### src/rtl/seg_display_scheduler_pkg.sv
// Shared types for the seven-segment display scheduler: slot word, FSM states,
// and the source-index width helper.
package seg_disp_pkg;

  localparam int WORD_W = 32;

  typedef logic [WORD_W-1:0] slot_word_t;

  typedef enum logic [1:0] {
    IDLE,
    SHOW,
    PINNED
  } state_t;

  function automatic int src_w(input int n);
    return (n > 1) ? $clog2(n) : 1;
  endfunction

endpackage

### src/rtl/seg_display_scheduler_if.sv
// Requester/display bundle between the slot writers and the display scheduler.
interface seg_display_scheduler_if #(
  parameter int NUM_SRC = 4
);
  localparam int SRC_W = seg_disp_pkg::src_w(NUM_SRC);
  localparam int WORD_W = seg_disp_pkg::WORD_W;

  logic [NUM_SRC-1:0]        wr_valid;
  logic [NUM_SRC*WORD_W-1:0] wr_data;
  logic [NUM_SRC-1:0]        wr_ready;
  logic [NUM_SRC-1:0]        clr;
  logic                      pin_valid;
  logic [SRC_W-1:0]          pin_src;
  logic [WORD_W-1:0]         val;
  logic [SRC_W-1:0]          cur_src;
  logic                      cur_valid;
  logic                      switch_pls;

  modport master (
    output wr_valid, wr_data, clr, pin_valid, pin_src,
    input  wr_ready, val, cur_src, cur_valid, switch_pls
  );

  modport slave (
    input  wr_valid, wr_data, clr, pin_valid, pin_src,
    output wr_ready, val, cur_src, cur_valid, switch_pls
  );

endinterface

### src/rtl/seg_display_scheduler_rr_next_sel.sv
// Cyclic search for the next set bit of an occupancy mask, starting at (incl=1)
// or just after (incl=0) the start index.
module rr_next_sel
  import seg_disp_pkg::*;
#(
  parameter int NUM_SRC = 4,
  parameter int SRC_W   = src_w(NUM_SRC)
) (
  input  logic [NUM_SRC-1:0] occ,
  input  logic [SRC_W-1:0]   start,
  input  logic               incl,
  output logic [SRC_W-1:0]   idx,
  output logic               found
);

  logic [SRC_W-1:0] pos;

  // Exclusive search visits start last, so a lone occupied start is re-selected.
  always_comb begin
    idx   = '0;
    found = 1'b0;
    pos   = '0;
    for (int k = 0; k < NUM_SRC; k++) begin
      pos = SRC_W'((int'(start) + k + (incl ? 0 : 1)) % NUM_SRC);
      if (!found && occ[pos]) begin
        found = 1'b1;
        idx   = pos;
      end
    end
  end

endmodule

### src/rtl/seg_display_scheduler.sv
// Round-robin sharing of one 8-digit display among NUM_SRC requester slots,
// with dwell timing, pin override and a registered output stage.
module seg_display_scheduler
  import seg_disp_pkg::*;
#(
  parameter int         NUM_SRC      = 4,
  parameter int         DWELL_CYCLES = 100_000_000,
  parameter slot_word_t BLANK_VAL    = 32'h0
) (
  input logic clk,
  input logic rst,
  seg_display_scheduler_if.slave bus
);

  localparam int SRC_W = src_w(NUM_SRC);
  localparam int CNT_W = $clog2(DWELL_CYCLES);
  localparam logic [CNT_W-1:0] CNT_LAST  = CNT_W'(DWELL_CYCLES - 1);
  localparam logic [SRC_W:0]   NUM_SRC_X = (SRC_W+1)'(NUM_SRC);
  localparam logic [SRC_W-1:0] SRC_LAST  = SRC_W'(NUM_SRC - 1);

  slot_word_t         data_p0 [NUM_SRC];
  logic [NUM_SRC-1:0] occ_p0;

  state_t             state_p0, state_d;
  logic [SRC_W-1:0]   cur_p0, cur_d;
  logic [CNT_W-1:0]   cnt_p0, cnt_d;
  logic               sw_p0, sw_d;

  slot_word_t         val_p1;
  logic [SRC_W-1:0]   cur_src_p1;
  logic               vld_p1;
  logic               sw_p1;

  logic [SRC_W-1:0]   sel_start;
  logic               sel_incl;
  logic [SRC_W-1:0]   nxt_idx;
  logic               nxt_found;
  logic               pin_hit;

  assign bus.wr_ready = ~bus.clr;

  // Slot storage: clear beats a same-cycle write.
  always_ff @(posedge clk or posedge rst) begin
    if (rst) begin
      for (int i = 0; i < NUM_SRC; i++) data_p0[i] <= '0;
      occ_p0 <= '0;
    end else begin
      for (int i = 0; i < NUM_SRC; i++) begin
        if (bus.clr[i]) begin
          occ_p0[i] <= 1'b0;
        end else if (bus.wr_valid[i]) begin
          data_p0[i] <= bus.wr_data[i*WORD_W +: WORD_W];
          occ_p0[i]  <= 1'b1;
        end
      end
    end
  end

  assign sel_incl  = (state_p0 == IDLE);
  assign sel_start = (state_p0 != IDLE) ? cur_p0 :
                     (cur_p0 == SRC_LAST) ? '0 : cur_p0 + SRC_W'(1);
  assign pin_hit   = bus.pin_valid && ({1'b0, bus.pin_src} < NUM_SRC_X) && occ_p0[bus.pin_src];

  rr_next_sel #(.NUM_SRC(NUM_SRC), .SRC_W(SRC_W)) u_next_sel (
    .occ   (occ_p0),
    .start (sel_start),
    .incl  (sel_incl),
    .idx   (nxt_idx),
    .found (nxt_found)
  );

  always_comb begin
    state_d = state_p0;
    cur_d   = cur_p0;
    cnt_d   = cnt_p0;
    sw_d    = 1'b0;
    if (pin_hit) begin
      state_d = PINNED;
      cur_d   = bus.pin_src;
      cnt_d   = '0;
      sw_d    = (state_p0 == IDLE) || (cur_p0 != bus.pin_src);
    end else begin
      unique case (state_p0)
        IDLE: begin
          if (nxt_found) begin
            state_d = SHOW;
            cur_d   = nxt_idx;
            cnt_d   = '0;
            sw_d    = 1'b1;
          end
        end
        SHOW, PINNED: begin
          // A pin that is no longer valid leaves exactly like a cleared or expired slot.
          if (state_p0 == PINNED || !occ_p0[cur_p0] || cnt_p0 == CNT_LAST) begin
            cnt_d = '0;
            if (nxt_found) begin
              state_d = SHOW;
              cur_d   = nxt_idx;
              sw_d    = 1'b1;
            end else begin
              state_d = IDLE;
            end
          end else begin
            cnt_d = cnt_p0 + CNT_W'(1);
          end
        end
        default: state_d = IDLE;
      endcase
    end
  end

  // Stage p0: scheduler state
  always_ff @(posedge clk or posedge rst) begin
    if (rst) begin
      state_p0 <= IDLE;
      cur_p0   <= '0;
      cnt_p0   <= '0;
      sw_p0    <= 1'b0;
    end else begin
      state_p0 <= state_d;
      cur_p0   <= cur_d;
      cnt_p0   <= cnt_d;
      sw_p0    <= sw_d;
    end
  end

  // Stage p1: registered display outputs
  always_ff @(posedge clk or posedge rst) begin
    if (rst) begin
      val_p1     <= BLANK_VAL;
      cur_src_p1 <= '0;
      vld_p1     <= 1'b0;
      sw_p1      <= 1'b0;
    end else begin
      val_p1     <= (state_p0 == IDLE) ? BLANK_VAL : data_p0[cur_p0];
      cur_src_p1 <= cur_p0;
      vld_p1     <= (state_p0 != IDLE);
      sw_p1      <= sw_p0;
    end
  end

  assign bus.val        = val_p1;
  assign bus.cur_src    = cur_src_p1;
  assign bus.cur_valid  = vld_p1;
  assign bus.switch_pls = sw_p1;

endmodule
### src/flat_wrapper.sv
// flat-port wrapper written by rule: the top's interface ports become plain ports
module seg_display_scheduler_flat import seg_disp_pkg::*;
#(
  parameter int         NUM_SRC      = 4,
  parameter int         DWELL_CYCLES = 100_000_000,
  parameter slot_word_t BLANK_VAL    = 32'h0
)
  (clk, rst, bus_wr_valid, bus_wr_data, bus_clr, bus_pin_valid, bus_pin_src, bus_wr_ready, bus_val, bus_cur_src, bus_cur_valid, bus_switch_pls);
  seg_display_scheduler_if #(.NUM_SRC(NUM_SRC)) bus_i ();
  input logic clk;
  input logic rst;
  input wire logic [$bits(bus_i.wr_valid)-1:0] bus_wr_valid;
  input wire logic [$bits(bus_i.wr_data)-1:0] bus_wr_data;
  input wire logic [$bits(bus_i.clr)-1:0] bus_clr;
  input wire logic [$bits(bus_i.pin_valid)-1:0] bus_pin_valid;
  input wire logic [$bits(bus_i.pin_src)-1:0] bus_pin_src;
  output wire logic [$bits(bus_i.wr_ready)-1:0] bus_wr_ready;
  output wire logic [$bits(bus_i.val)-1:0] bus_val;
  output wire logic [$bits(bus_i.cur_src)-1:0] bus_cur_src;
  output wire logic [$bits(bus_i.cur_valid)-1:0] bus_cur_valid;
  output wire logic [$bits(bus_i.switch_pls)-1:0] bus_switch_pls;
  assign bus_i.wr_valid = bus_wr_valid;
  assign bus_i.wr_data = bus_wr_data;
  assign bus_i.clr = bus_clr;
  assign bus_i.pin_valid = bus_pin_valid;
  assign bus_i.pin_src = bus_pin_src;
  assign bus_wr_ready = bus_i.wr_ready;
  assign bus_val = bus_i.val;
  assign bus_cur_src = bus_i.cur_src;
  assign bus_cur_valid = bus_i.cur_valid;
  assign bus_switch_pls = bus_i.switch_pls;
  seg_display_scheduler #(.NUM_SRC(NUM_SRC), .DWELL_CYCLES(DWELL_CYCLES), .BLANK_VAL(BLANK_VAL)) u_core (.clk(clk), .rst(rst), .bus(bus_i));
endmodule
### config.mk
export PLATFORM = sky130hd
export DESIGN_NAME = seg_display_scheduler_flat
export DESIGN_NICKNAME = d
export VERILOG_FILES = /design/src/rtl/seg_display_scheduler_pkg.sv /design/src/rtl/seg_display_scheduler_if.sv /design/src/rtl/seg_display_scheduler_rr_next_sel.sv /design/src/rtl/seg_display_scheduler.sv /design/src/flat_wrapper.sv
export SDC_FILE = /design/constraint.sdc
export NUM_CORES = 1
export LEC_CHECK = 0
export ABC_AREA = 1
export CAP_MARGIN = 20
export CORE_MARGIN = 4
export CORE_UTILIZATION = 30
export CTS_CLUSTER_SIZE = 10
export DETAILED_ROUTE_END_ITERATION = 8
export MAX_ROUTING_LAYER = met4
export PLACE_DENSITY = 0.59
export SLEW_MARGIN = 0
export SYNTH_ARGS = -nofsm -noshare
export SYNTH_HDL_FRONTEND = slang
export SYNTH_SLANG_ARGS = --single-unit
### constraint.sdc
create_clock -name clk -period 6.5 [get_ports clk]
set_input_delay 1.3 -clock clk [delete_from_list [all_inputs] [get_ports clk]]
set_output_delay 1.3 -clock clk [all_outputs]
set_load 0.1 [all_outputs]
# Word level (Yosys, flattened, before mapping)
# Cells that the tools add are included.
# classes
addsub,9
n_lt_le_gt_ge,7
n_eq_ne,7
mux,52
bitwise,6
n_reduce_logical,26
# ops
cell,n
$mux W32,3
$mux W27,3
$bmux W32 S2,1
$pmux W27 S2,1
$add A27 B1 Y27 const B,1
$eq A27 B27 Y1 const B,1
$mux W2,12
$mux W1,23
$lt A2 B3 Y1 const B,6
$reduce_and A2 Y1,7
$bmux W1 S2,6
$reduce_bool A2 Y1,5
$pmux W2 S2,2
$add A2 B2 Y2,3
$ne A3 B1 Y1 const B,2
$add A2 B1 Y2 const B,2
$add A2 B2 Y2 const B,2
$eq A2 B2 Y1 const B,2
$logic_and A1 B1 Y1,4
$logic_not A1 Y1,4
$not A1 Y1,4
$not A4 Y4,1
$ge A3 B3 Y1 const B,1
$logic_or A1 B1 Y1,3
8 further kinds,8
# word_totals
register_bits,200
inputBits,141
elab_cells,123

# Depth between registers and ports, before layout
# Gate-level depths: netlist of the first run.
# depth
word_depth,20
ltp_mapped,19

# By module
# Synthesis of the first run repeated with hierarchy kept, for this count alone.
# unflattened
cells_unflattened,1065
area_unflattened_um2,9464.1
# modules_own_cells
mod,instances,cells_per_inst,area_per_inst_um2,seq_area_each_um2
seg_display_scheduler,1,982,9068.7,5004.8
rr_next_sel,1,83,395.4,0.0

# Least setup slack after synthesis of the first run
# No wires, ideal clock.
# synth_timing
path_type,input -> output
start,input bus_clr[0]
end,output bus_wr_ready[0]
t_arrival_ns,1.890
path_slack_ns,3.310
path_stages,1
n_path_buf,0
cell_sequence,inv_1
# synth_between
elab_chain_cells,1
# synth_rtl
item,line,source
start: declaration,flat_wrapper.sv:14,input wire logic [$bits(bus_i.clr)-1:0] bus_clr;
$not A4 Y4,seg_display_scheduler.sv:40,assign bus.wr_ready = ~bus.clr;
end: declaration,flat_wrapper.sv:17,output wire logic [$bits(bus_i.wr_ready)-1:0] bus_wr_ready;
# No other way between the ends.

# Worst setup path after layout of the first run
# layout_timing
start,input bus_clr[3]
end,output bus_wr_ready[3]
# The elaborated chain is that of the path after synthesis.

==> metrics.md, run 1 <==
| Metric | Value |
|---|---|
| Final HPWL DP | `between 15 and 20 mm` |
| Die width | `between 150 and 200 microns` |
| Post-synthesis mux area share | `~10%` |
| Clock latency on the worst-skew pair | `approximately 0.44 ns` |
| First-pass GRT wire length | `approximately 43 mm` |
| Routability cong. | `approximately 0.86` |
| Final ANT Viol Nets | `0` |
| TritonCTS Buffers | `17` |
| Clock buffer depth | `2` |
| Max-Cap Viols | `0` |
| Largest net degree at the start of global routing | `92` |
| Fin Hold WS | `approximately 0.36 ns` |
| Drt wl/cell | `~17 microns` |
| Compound-Gate Fraction of Synth Area | `a little under an eighth` |
| Total power draw | `5130 uW` |
| CP bufs+invs | `3` |
| Net Sw Frac | `between 40 and 50%` |
| Fmax | `around 240 MHz` |
| Crit path required time | `between 5 and 6 ns` |
| Rows | `64` |
| Gate power share | `a little under half` |
| Iter 0 DRT Violations | `about 380` |
| Crit path kind | `input port to output port` |
| H-tree levels | `4` |
| Clock group share of total power | `21.1%` |
| Shortest period the worst path allows | `4.25 ns` |
| Clk slew on worst S/H paths | `0.08 ns` |
| Global route overflow | `0` |
| Initial antenna violation count | `2` |
| Register bit count reported by yosys | `200` |
| Io pins | `181` |
| CTS resizes | `0` |
| Die area | `~0.035 sq mm` |
| Initial Utilization | `30.7%` |
| Top FF cell, synth | `dfrtp_1` |
| Via Count | `~7500` |
| Async S/R FF share, synth | `100%` |
| CTS tree | `done` |
| Cells along the critical path | `clkdlybuf4s50_1, inv_1, clkdlybuf4s50_1` |
| CP max-delay cell | `clkdlybuf4s50_1` |
| Number of enable flip-flop cells after synthesis | `0` |
| Post-route DRC | `0` |
| Pre-CTS WS | `2.25 ns` |
| Largest family of logic cells by synthesized area | `simple AND/OR/NAND/NOR gates` |
| Synth Net Count | `1179` |
| R2R Path Start | `u_core.cur_p0[0]` |
| Startpoint Class | `input port` |
| Sink Count | `200` |
| Synth Area in Simple Gates | `~16%` |
| Count of buffers from port buffering | `between 150 and 200` |
| Final Core Density | `39.6%` |
| Area growth, synth to finish | `29.0%` |
| GRT Util Overall | `between 10% and 20%` |
| Initial DRT Pass Iterations | `5` |
| Area share of fa/ha/maj cells after synthesis | `less than 1%` |
| Top Family by Delay on Critical Path | `buffers and inverters` |
| Final hold vios | `0` |
| Xor and xnor area share after synthesis | `around 1.8%` |
| Mean post-synth cell area | `9.19 sq um` |
| CP endpoint kind | `output port` |
| Area of the multi-input gates | `just under 0.004 sq mm` |
| Flop pwr share | `32.4%` |
| RSZ-0062 raised after global routing | `false` |
| Netlist cell types | `32` |
| Internal Pwr Total | `~2700 uW` |
| Vias in the first global route | `7742` |
| Crit Path Max Fanout | `2` |
| Hold Startpoint | `u_core.sw_p0` |
| Setup TNS | `0 ns` |
| Max Clock Skew | `around 0.015 ns` |
| Filler cells | `between 3000 and 4000` |
| Crit path launch | `bus_clr[3]` |
| Reg area | `~0.0050 sq mm` |
| Status | `finished, final reports clean` |
| Final net count | `1333` |
| R2R Setup Slk | `between 2 and 2.5 ns` |
| Register area share after synthesis | `between 50% and 60%` |
| YS warnings | `0` |
| Routed WL | `around 27 mm` |
| Share of the clock period used by the worst path | `65.4%` |
| Post-CTS setup buffer count | `0` |
| Core ar. | `just over 0.03 sq mm` |
| Min-delay worst type | `flop to flop` |
| Cell count after synthesis | `around 1000` |
| Slew Limit Headroom | `28.4%` |
| CP max stage delay | `between 1 and 1.5 ns` |
| Count of pins over their slew limit | `0` |
| Number of vias per cell | `4.71` |
| Switching Power | `around 2500 uW` |
| Final WS setup | `about 2.2 ns` |
| Leakage | `0.00528 uW` |
| Most common cell on crit path | `clkdlybuf4s50_1` |
| Final number of setup-violating endpoints | `0` |
| Worst-Margin Slew | `between 1 and 1.5 ns` |
| Pwr dens | `420 mW/mm^2` |
| Hold_buf cts | `0` |
| Cell area after synthesis | `~0.0095 sq mm` |
| Worst vdd ir | `about 0.21 mV` |
| Die height | `between 150 and 200 microns` |
| Arr. time, crit path | `between 2 and 3 ns` |
| Share of cells above drive strength 1 | `between 10% and 20%` |
| CTS Root Cell | `clkbuf_16` |
==> cells in the final DEF (no fill, tap or decap), types with 18 or more instances in the layout <==
master	instances
nor2_1	143
inv_1	92
mux2_2	86
nand2_1	149
a21oi_1	91
clkdlybuf4s50_1	180
xor2_1	18
o211ai_1	32
o21ai_0	52
nand3_1	53
dfrtp_1	198
==> flip-flops by register name, indices dropped and copies added (netlist names), 2 cells and up <==
signal / count
u_core.bus.val: 32
u_core.cur_p0: 2
u_core.data_p0: 128
u_core.state_p0: 2
u_core.occ_p0: 4
u_core.cnt_p0: 27
u_core.bus.cur_src: 2
==> power by group through the flow <==
stage	logic, uW	clock network (uW)	registers [uW]
6_report	2390	1080	1660
3_5_place_dp	2410	0	1690
2_1_floorplan	1220	0	2260
4_1_cts	2410	1110	1670
5_1_grt	2600	1160	1690
3_3_place_gp	2390	0	1690
==> final cells by class <==
type / instances / share of cell area (%)
flip-flops and latches: 200 / 41.0
multi-input cells: 681 / 31.8
repair buffers: 187 / 15.2
well taps: 396 / 4.05
clock buffers: 17 / 3.48
inverters: 99 / 3.07
clock inverters: 15 / 1.44
diodes: 2 / 0.0409
==> kinds of logic after synthesis <==
| family | count (synthesis) |
|---|---|
| compound gates | 194 |
| xor+xnor | 19 |
| fa+ha+maj | 6 |
| buf+inv | 151 |
| flops | 200 |
| mux | 86 |
| simple gates | 376 |
==> synth_stat cells (2+ instances only) <==
| master | n | area share (%) |
|---|---|---|
| clkbuf_1 | 27 | 1.1 |
| buf_1 | 16 | 0.63 |
| buf_4 | 5 | 0.40 |
| o21ai_2 | 12 | 1.1 |
| buf_2 | 2 | 0.11 |
| buf_6 | 2 | 0.24 |
| nand2_1 | 153 | 6.1 |
| o211ai_1 | 32 | 2.5 |
| dfrtp_1 | 200 | 53 |
| xor2_1 | 18 | 1.7 |
| nor3_1 | 8 | 0.42 |
| inv_2 | 6 | 0.24 |
| nand3_2 | 3 | 0.32 |
| mux2_2 | 86 | 10 |
| a21oi_1 | 91 | 4.8 |
| nand3_1 | 53 | 2.8 |
| nand4_1 | 6 | 0.40 |
| inv_1 | 93 | 3.7 |
| o21ai_1 | 3 | 0.16 |
| o21ai_0 | 52 | 2.7 |
| nand2_2 | 6 | 0.40 |
| ha_1 | 6 | 0.79 |
| nor2_1 | 143 | 5.7 |
==> worst reg2reg max path, stage by stage, from the launching register on <==
cell     delay (ns)
dfrtp_4        1.05
inv_2          0.74
o21ai_0        0.22
o21ai_0        0.11
ha_1           0.43
o21ai_0        0.38
nand3_2        0.15
inv_2          0.09
nor2_4         0.05
nand4_2        0.07
nand2_2        0.18
inv_2          0.37
o21ai_0        0.14
==> routing by layer <==
layer  part of all wire (%)  GRT usage (%)  wire length (microns)  vias up
li1                       -              -                      -     3697
met1                     45           21.1                  12000     3648
met2                     49           25.9                  13000      155
met3                    5.0           3.67                   1330       18
met4                    1.3           3.61                    342        0
met5                      0              -                      0        -
==> stage by stage <==
step                      instance area (sq um)  cells
after global routing                      12200   1597
after CTS                                 12200   1595
after floorplan                            9490   1032
final                                     12200   1597
after global placement                    11600   1563
after detailed placement                  11600   1563
==> path summary, 6_finish.rpt <==
check                           cells after the start                     to
worst min register to register                      0  u_core.bus.switch_pls
worst max register to register                     12      u_core.cnt_p0[25]
min in group asynchronous                           2  u_core.bus.switch_pls
max in group asynchronous                           3     u_core.data_p0[66]
worst min-delay path                                0  u_core.bus.switch_pls
worst max-delay path                                3        bus_wr_ready[3]
(Power assumes the default switching activity.)
==> inputs of run 2 (changes only) <==
==> constraint.sdc (replaced) <==
create_clock -name clk -period 3.6 [get_ports clk]
set_input_delay 0.72 -clock clk [delete_from_list [all_inputs] [get_ports clk]]
set_output_delay 0.72 -clock clk [all_outputs]
set_load 0.1 [all_outputs]
==> metrics.md, run 2 (synthesis gave the netlist of run 1 again) <==
| Metric | Value |
|---|---|
| Initial DRT Pass Iterations | `5 (unchanged)` |
| Area of the multi-input gates | `0.00389 sq mm (unchanged)` |
| Final hold vios | `0 (unchanged)` |
| Filler cells | `3112 (+1.3%)` |
| Max Clock Skew | `0.0339 ns (+0.0191 ns)` |
| R2R Path Start | `u_core.cur_p0[0]` |
| Via Count | `7635 (+1.6%)` |
| Global route overflow | `0 (unchanged)` |
| GRT Util Overall | `16.4% (+0.20 points)` |
| Most frequent cells in the layout | `198 x dfrtp_1, 174 x clkdlybuf4s50_1, 149 x nand2_1, 143 x nor2_1, 92 x inv_1` |
| Final number of setup-violating endpoints | `0 (unchanged)` |
| Share of the clock period used by the worst path | `between 80% and 90%` |
| Status | `finished, final reports clean` |
| Most common cell after layout, fill and taps aside | `dfrtp_1` |
| Crit path required time | `3.95 ns (-1.25 ns)` |
| First-pass GRT wire length | `42.6 mm (+0.31%)` |
| Die area | `0.0345 sq mm (unchanged)` |
| TritonCTS Buffers | `17 (unchanged)` |
| Number of vias per cell | `4.75 (+0.86%)` |
| Share of cells above drive strength 1 | `14.7% (+1.1 points)` |
| Worst vdd ir | `0.394 mV (+91%)` |
| Clock latency on the worst-skew pair | `0.45 ns (about the same)` |
| Routed WL | `27.1 mm (+1.9%)` |
| CP endpoint kind | `flop` |
| Sink Count | `200 (unchanged)` |
| Fmax | `approximately 330 MHz` |
| Initial Utilization | `30.7% (unchanged)` |
| Reg area | `0.00501 sq mm (unchanged)` |
| R2R Setup Slk | `0.59 ns (-1.79 ns)` |
| Most flops, register | `u_core.data_p0` |
| Routability cong. | `0.899 (+4.0%)` |
| Drt wl/cell | `16.9 microns (+1.2%)` |
| Leakage | `0.00534 uW (+1.2%)` |
| Post-Place Cells | `1572 (+0.58%)` |
| Max-Cap Viols | `0 (unchanged)` |
| Setup TNS | `0 ns (unchanged)` |
| Area growth, synth to finish | `29.9%` |
| Non-Filler Instances | `1608 (+0.69%)` |
| Count of pins over their slew limit | `0 (unchanged)` |
| Crit path kind | `flop to flop` |
| Core ar. | `0.0309 sq mm (unchanged)` |
| Vias in the first global route | `7604 (-1.8%)` |
| CTS Root Cell | `clkbuf_16` |
| Slew Limit Headroom | `31.5% (+3.1 points)` |
| Count of buffers from port buffering | `180 (unchanged)` |
| Post-CTS setup buffer count | `0 (unchanged)` |
| Worst-Margin Slew | `1.02 ns (-0.0463 ns)` |
| Min-delay worst type | `flop to flop` |
| CTS resizes | `0 (unchanged)` |
| Post-route DRC | `0 (unchanged)` |
| Clock buffer depth | `2 (unchanged)` |
| Largest net degree at the start of global routing | `70 (-24%)` |
| Io pins | `181 (unchanged)` |
| Die width | `186 microns (unchanged)` |
| Clk slew on worst S/H paths | `0.08 ns (about the same)` |
| Final net count | `1342 (+0.68%)` |
| Shortest period the worst path allows | `~3 ns` |
| Max FFs per register | `128 (unchanged)` |
| Hold Startpoint | `u_core.sw_p0` |
| Rows | `64 (unchanged)` |
| H-tree levels | `4 (unchanged)` |
| Hold_buf cts | `0 (unchanged)` |
| Startpoint Class | `flop` |
| Final HPWL DP | `18.7 mm (+3.3%)` |
| Pwr dens | `753 mW/mm^2 (+80%)` |
| Final ANT Viol Nets | `0 (unchanged)` |
| Crit path launch | `u_core.cur_p0[0]` |
| Arr. time, crit path | `3.36 ns (+0.41 ns)` |
| Crit Path Max Fanout | `25 (+23)` |
| Initial antenna violation count | `3 (+1)` |
| Iter 0 DRT Violations | `383 (unchanged)` |
| CTS tree | `done` |
| RSZ-0062 raised after global routing | `false` |
| Die height | `186 microns (unchanged)` |
run 2: cell types whose count changed in the layout (fill, tap and decap cells not counted), sizes merged:
cell and delta:
buf +15, clkdlybuf4s50 -6, diode +2, clkbuf +2, clkinv -2
run 2: metrics by stage:
| stage | utilization (%) | worst slack, ns | hold WS, ns | total power, uW | instance area [sq um] |
|---|---|---|---|---|---|
| global placement | 38.0 | 0.598 | 0.333 | 7400 | 11700 |
| detailed placement | 38.0 | 0.550 | 0.341 | 7460 | 11700 |
| finish | 39.9 | 0.592 | 0.338 | 9280 | 12300 |
| global route | 39.9 | 0.293 | 0.362 | 9860 | 12300 |
| floorplan | - | 0.292 | 0.331 | 6280 | 9490 |
| CTS | 39.8 | 0.566 | 0.355 | 9410 | 12300 |
run 2: per-layer routing:
layer  GRT usage [%]  share of wire (%)
met1            21.2                 45
met4            5.19                2.2
met2            25.4                 48
met5               -                  0
met3            4.08                4.9
run 2: final cells by class:
cell class	instances	share of cell area [%]
multi-input cells	681	31.6
clock buffers	19	3.59
well taps	396	4.02
flip-flops and latches	200	40.7
diodes	4	0.0812
clock inverters	13	1.07
repair buffers	196	16.0
inverters	99	3.05
run 2: path summary, 6_finish.rpt:
kind	to	cells past startpoint
max	u_core.cnt_p0[23]	14
min	u_core.bus.switch_pls	0
min reg2reg	u_core.bus.switch_pls	0
min in group asynchronous	u_core.data_p0[6]	2
max in group asynchronous	u_core.data_p0[41]	3
max reg2reg	u_core.cnt_p0[23]	14
run 2: worst max-delay path, cell delays in order, from the launching register on:
cell,delay (ns)
dfrtp_4,0.60
ha_1,0.24
o21ai_0,0.14
o21ai_0,0.10
ha_1,0.45
inv_2,0.07
nand2_2,0.07
nand2_2,0.06
o21ai_2,0.18
nand2_2,0.09
nor2_4,0.14
nand4_2,0.11
nand2_2,0.24
inv_2,0.23
o21ai_0,0.21
run 2: power by group:
part	switching [uW]	internal, uW
Sequential	223	2670
Clock	967	941
Combinational	3230	1250
==> inputs of run 3 (changes only) <==
==> constraint.sdc (replaced) <==
create_clock -name clk -period 2.59 [get_ports clk]
set_input_delay 0.518 -clock clk [delete_from_list [all_inputs] [get_ports clk]]
set_output_delay 0.518 -clock clk [all_outputs]
set_load 0.1 [all_outputs]
==> metrics.md, run 3 (synthesis gave the netlist of run 1 again) <==
| Metric | Value |
|---|---|
| Fin Hold WS | `0.351 ns (+0.0123 ns)` |
| R2R Path Start | `u_core.cur_p0[0]` |
| Initial Utilization | `30.7% (unchanged)` |
| Final ANT Viol Nets | `0 (unchanged)` |
| Slew Limit Headroom | `43.4% (+12 points)` |
| First-pass GRT wire length | `42.7 mm (about the same)` |
| Sink Count | `200 (unchanged)` |
| Fmax | `412 MHz (+24%)` |
| Hold path depth | `0 (unchanged)` |
| Min-delay worst type | `flop to flop` |
| Global route overflow | `0 (unchanged)` |
| Max Clock Skew | `0.0185 ns (-0.0154 ns)` |
| Clk slew on worst S/H paths | `0.09 ns (about the same)` |
| Max FFs per register | `128 (unchanged)` |
| Core ar. | `0.0309 sq mm (unchanged)` |
| Crit path required time | `2.92 ns (-1.03 ns)` |
| Critical register-to-register path endpoint | `u_core.cnt_p0[26]` |
| CP endpoint kind | `flop` |
| Io pins | `181 (unchanged)` |
| Drt wl/cell | `16.6 microns (-1.7%)` |
| Total power draw | `13700 uW (+47%)` |
| Routability cong. | `0.873 (-2.9%)` |
| Shortest period the worst path allows | `2.43 ns (-0.578 ns)` |
| Final hold vios | `0 (unchanged)` |
| RSZ-0062 raised after global routing | `true` |
| Count of pins over their slew limit | `0 (unchanged)` |
| GRT Util Overall | `16.3% (-0.041 points)` |
| Startpoint Class | `flop` |
| Worst-Margin Slew | `0.849 ns (-0.175 ns)` |
| Crit path kind | `flop to flop` |
| Clock buffer depth | `2 (unchanged)` |
| Met1 usage | `20.9% (-0.25 points)` |
| M2 GR Usage | `26.2% (+0.75 points)` |
| Routed WL | `27.0 mm (-0.45%)` |
| Rows | `64 (unchanged)` |
| Hold Startpoint | `u_core.sw_p0` |
| Leakage | `0.00555 uW (+4.0%)` |
| Iter 0 DRT Violations | `368 (-3.9%)` |
| Share of the clock period used by the worst path | `93.8% (+10 points)` |
| Crit Path Max Fanout | `17 (-32%)` |
| Die width | `186 microns (unchanged)` |
| Via Count | `7598 (-0.48%)` |
| Largest net degree at the start of global routing | `82 (+17%)` |
| Pwr dens | `1080 mW/mm^2 (+44%)` |
| CTS tree | `done` |
| Busiest layer in global routing | `met2` |
| Max-Cap Viols | `0 (unchanged)` |
| Area growth, synth to finish | `32.8%` |
| Final net count | `1363 (+1.6%)` |
| Most common cell after layout, fill and taps aside | `dfrtp_1` |
| Initial antenna violation count | `2 (-1)` |
| Share of cells above drive strength 1 | `19.4% (+4.7 points)` |
| Final number of setup-violating endpoints | `0 (unchanged)` |
| Number of vias per cell | `4.67 (-1.7%)` |
| Final HPWL DP | `18.9 mm (+1.1%)` |
| Hold EP | `u_core.bus.switch_pls` |
| Count of buffers from port buffering | `180 (unchanged)` |
| Clock latency on the worst-skew pair | `0.45 ns (about the same)` |
| Die area | `0.0345 sq mm (unchanged)` |
| Design Area, Final | `0.0126 sq mm (+2.2%)` |
| Filler cells | `3105 (-0.22%)` |
| Arr. time, crit path | `2.76 ns (-0.60 ns)` |
| R2R Setup Slk | `0.16 ns (-0.43 ns)` |
| Post-route DRC | `0 (unchanged)` |
| GRT met3 Usage | `3.79% (-0.29 points)` |
| Most flops, register | `u_core.data_p0` |
| TritonCTS Buffers | `17 (unchanged)` |
| Most frequent cells in the layout | `198 x dfrtp_1, 149 x nand2_1, 143 x nor2_1, 140 x clkdlybuf4s50_1, 91 x a21oi_1` |
| Status | `finished, final reports clean` |
| Initial DRT Pass Iterations | `6 (+1)` |
| Vias in the first global route | `7730 (+1.7%)` |
| Hold_buf cts | `0 (unchanged)` |
| H-tree levels | `4 (unchanged)` |
| Reg2reg path depth | `14 (unchanged)` |
| Die height | `186 microns (unchanged)` |
| Worst vdd ir | `0.582 mV (+47%)` |
| Placed cell area | `0.0119 sq mm (+1.2%)` |
| CTS Root Cell | `clkbuf_16` |
-- run 3: changes by cell type in the layout (fill, tap and decap cells not counted), sizes merged --
| cell | previous run | this run |
|---|---|---|
| buf | 22 | 77 |
| clkdlybuf4s50 | 174 | 140 |
| inv | 105 | 108 |
| clkbuf | 19 | 17 |
| clkinvlp | 2 | 1 |
| diode | 4 | 3 |
-- run 3: where the power goes --
part / switching (uW) / internal (uW) / leakage [uW]
Combinational: 4720 / 2090 / 0.00284
Clock: 1510 / 1370 / 0.000310
Sequential: 247 / 3710 / 0.00241
-- run 3: final cells by class --
type,instances,area (sq um),share of cell area (%)
sequential,200,5010,39.8
timing repair buffer,217,2120,16.8
antenna,3,7.51,0.0596
clock inverter,15,220,1.75
inverter,99,378,3.00
tap,396,495,3.94
multi-input combinational,681,3930,31.2
clock buffer,17,425,3.38
-- run 3: routing by layer --
layer / vias to the layer above / wire length (microns)
met5: - / 0
met4: 0 / 482
met3: 29 / 1280
met2: 164 / 13200
met1: 3646 / 12100
li1: 3759 / -
-- run 3: stage by stage --
stage	util, %	setup WS, ns	instances	setup TNS [ns]
2_1_floorplan	-	-0.516	1032	-103.27
3_3_place_gp	38.4	0.0270	1592	0
3_5_place_dp	38.4	-0.0748	1592	-0.364
4_1_cts	40.5	0.0156	1624	0
5_1_grt	40.7	-0.00915	1627	-0.0202
6_report	40.7	0.160	1628	0
-- run 3: what timing repair did --
| item | in CTS | in global routing |
|---|---|---|
| gates cloned | 0 | 0 |
| pin swaps | 0 | 6 |
| setup endpoints to repair | 8 | 31 |
| resized for setup | 2 | 12 |
| buffers inserted | 0 | 1 |
-- run 3: worst max-delay path by stage --
stage                                  start  cells after the start  slack [ns]                     to
after floorplan                          rst                      1       -0.52  u_core.bus.cur_src[0]
after global placement    u_core.state_p0[0]                     15        0.03      u_core.cnt_p0[21]
after detailed placement  u_core.state_p0[0]                     15       -0.07      u_core.cnt_p0[22]
after CTS                 u_core.state_p0[0]                     18        0.02       u_core.cur_p0[1]
after global routing        u_core.cur_p0[0]                     14      -0.009       u_core.cnt_p0[6]
final                       u_core.cur_p0[0]                     14        0.16      u_core.cnt_p0[26]
-- run 3: critical path, cell delays in order (launching register included) --
cell	delay, ns
dfrtp_4	0.48
buf_4	0.20
inv_2	0.08
o21ai_1	0.06
o21ai_1	0.09
ha_2	0.34
o21ai_0	0.18
buf_4	0.14
inv_1	0.03
nand2_1	0.10
o21ai_4	0.08
nand4_2	0.10
nand2_2	0.09
inv_4	0.22
o21ai_0	0.11
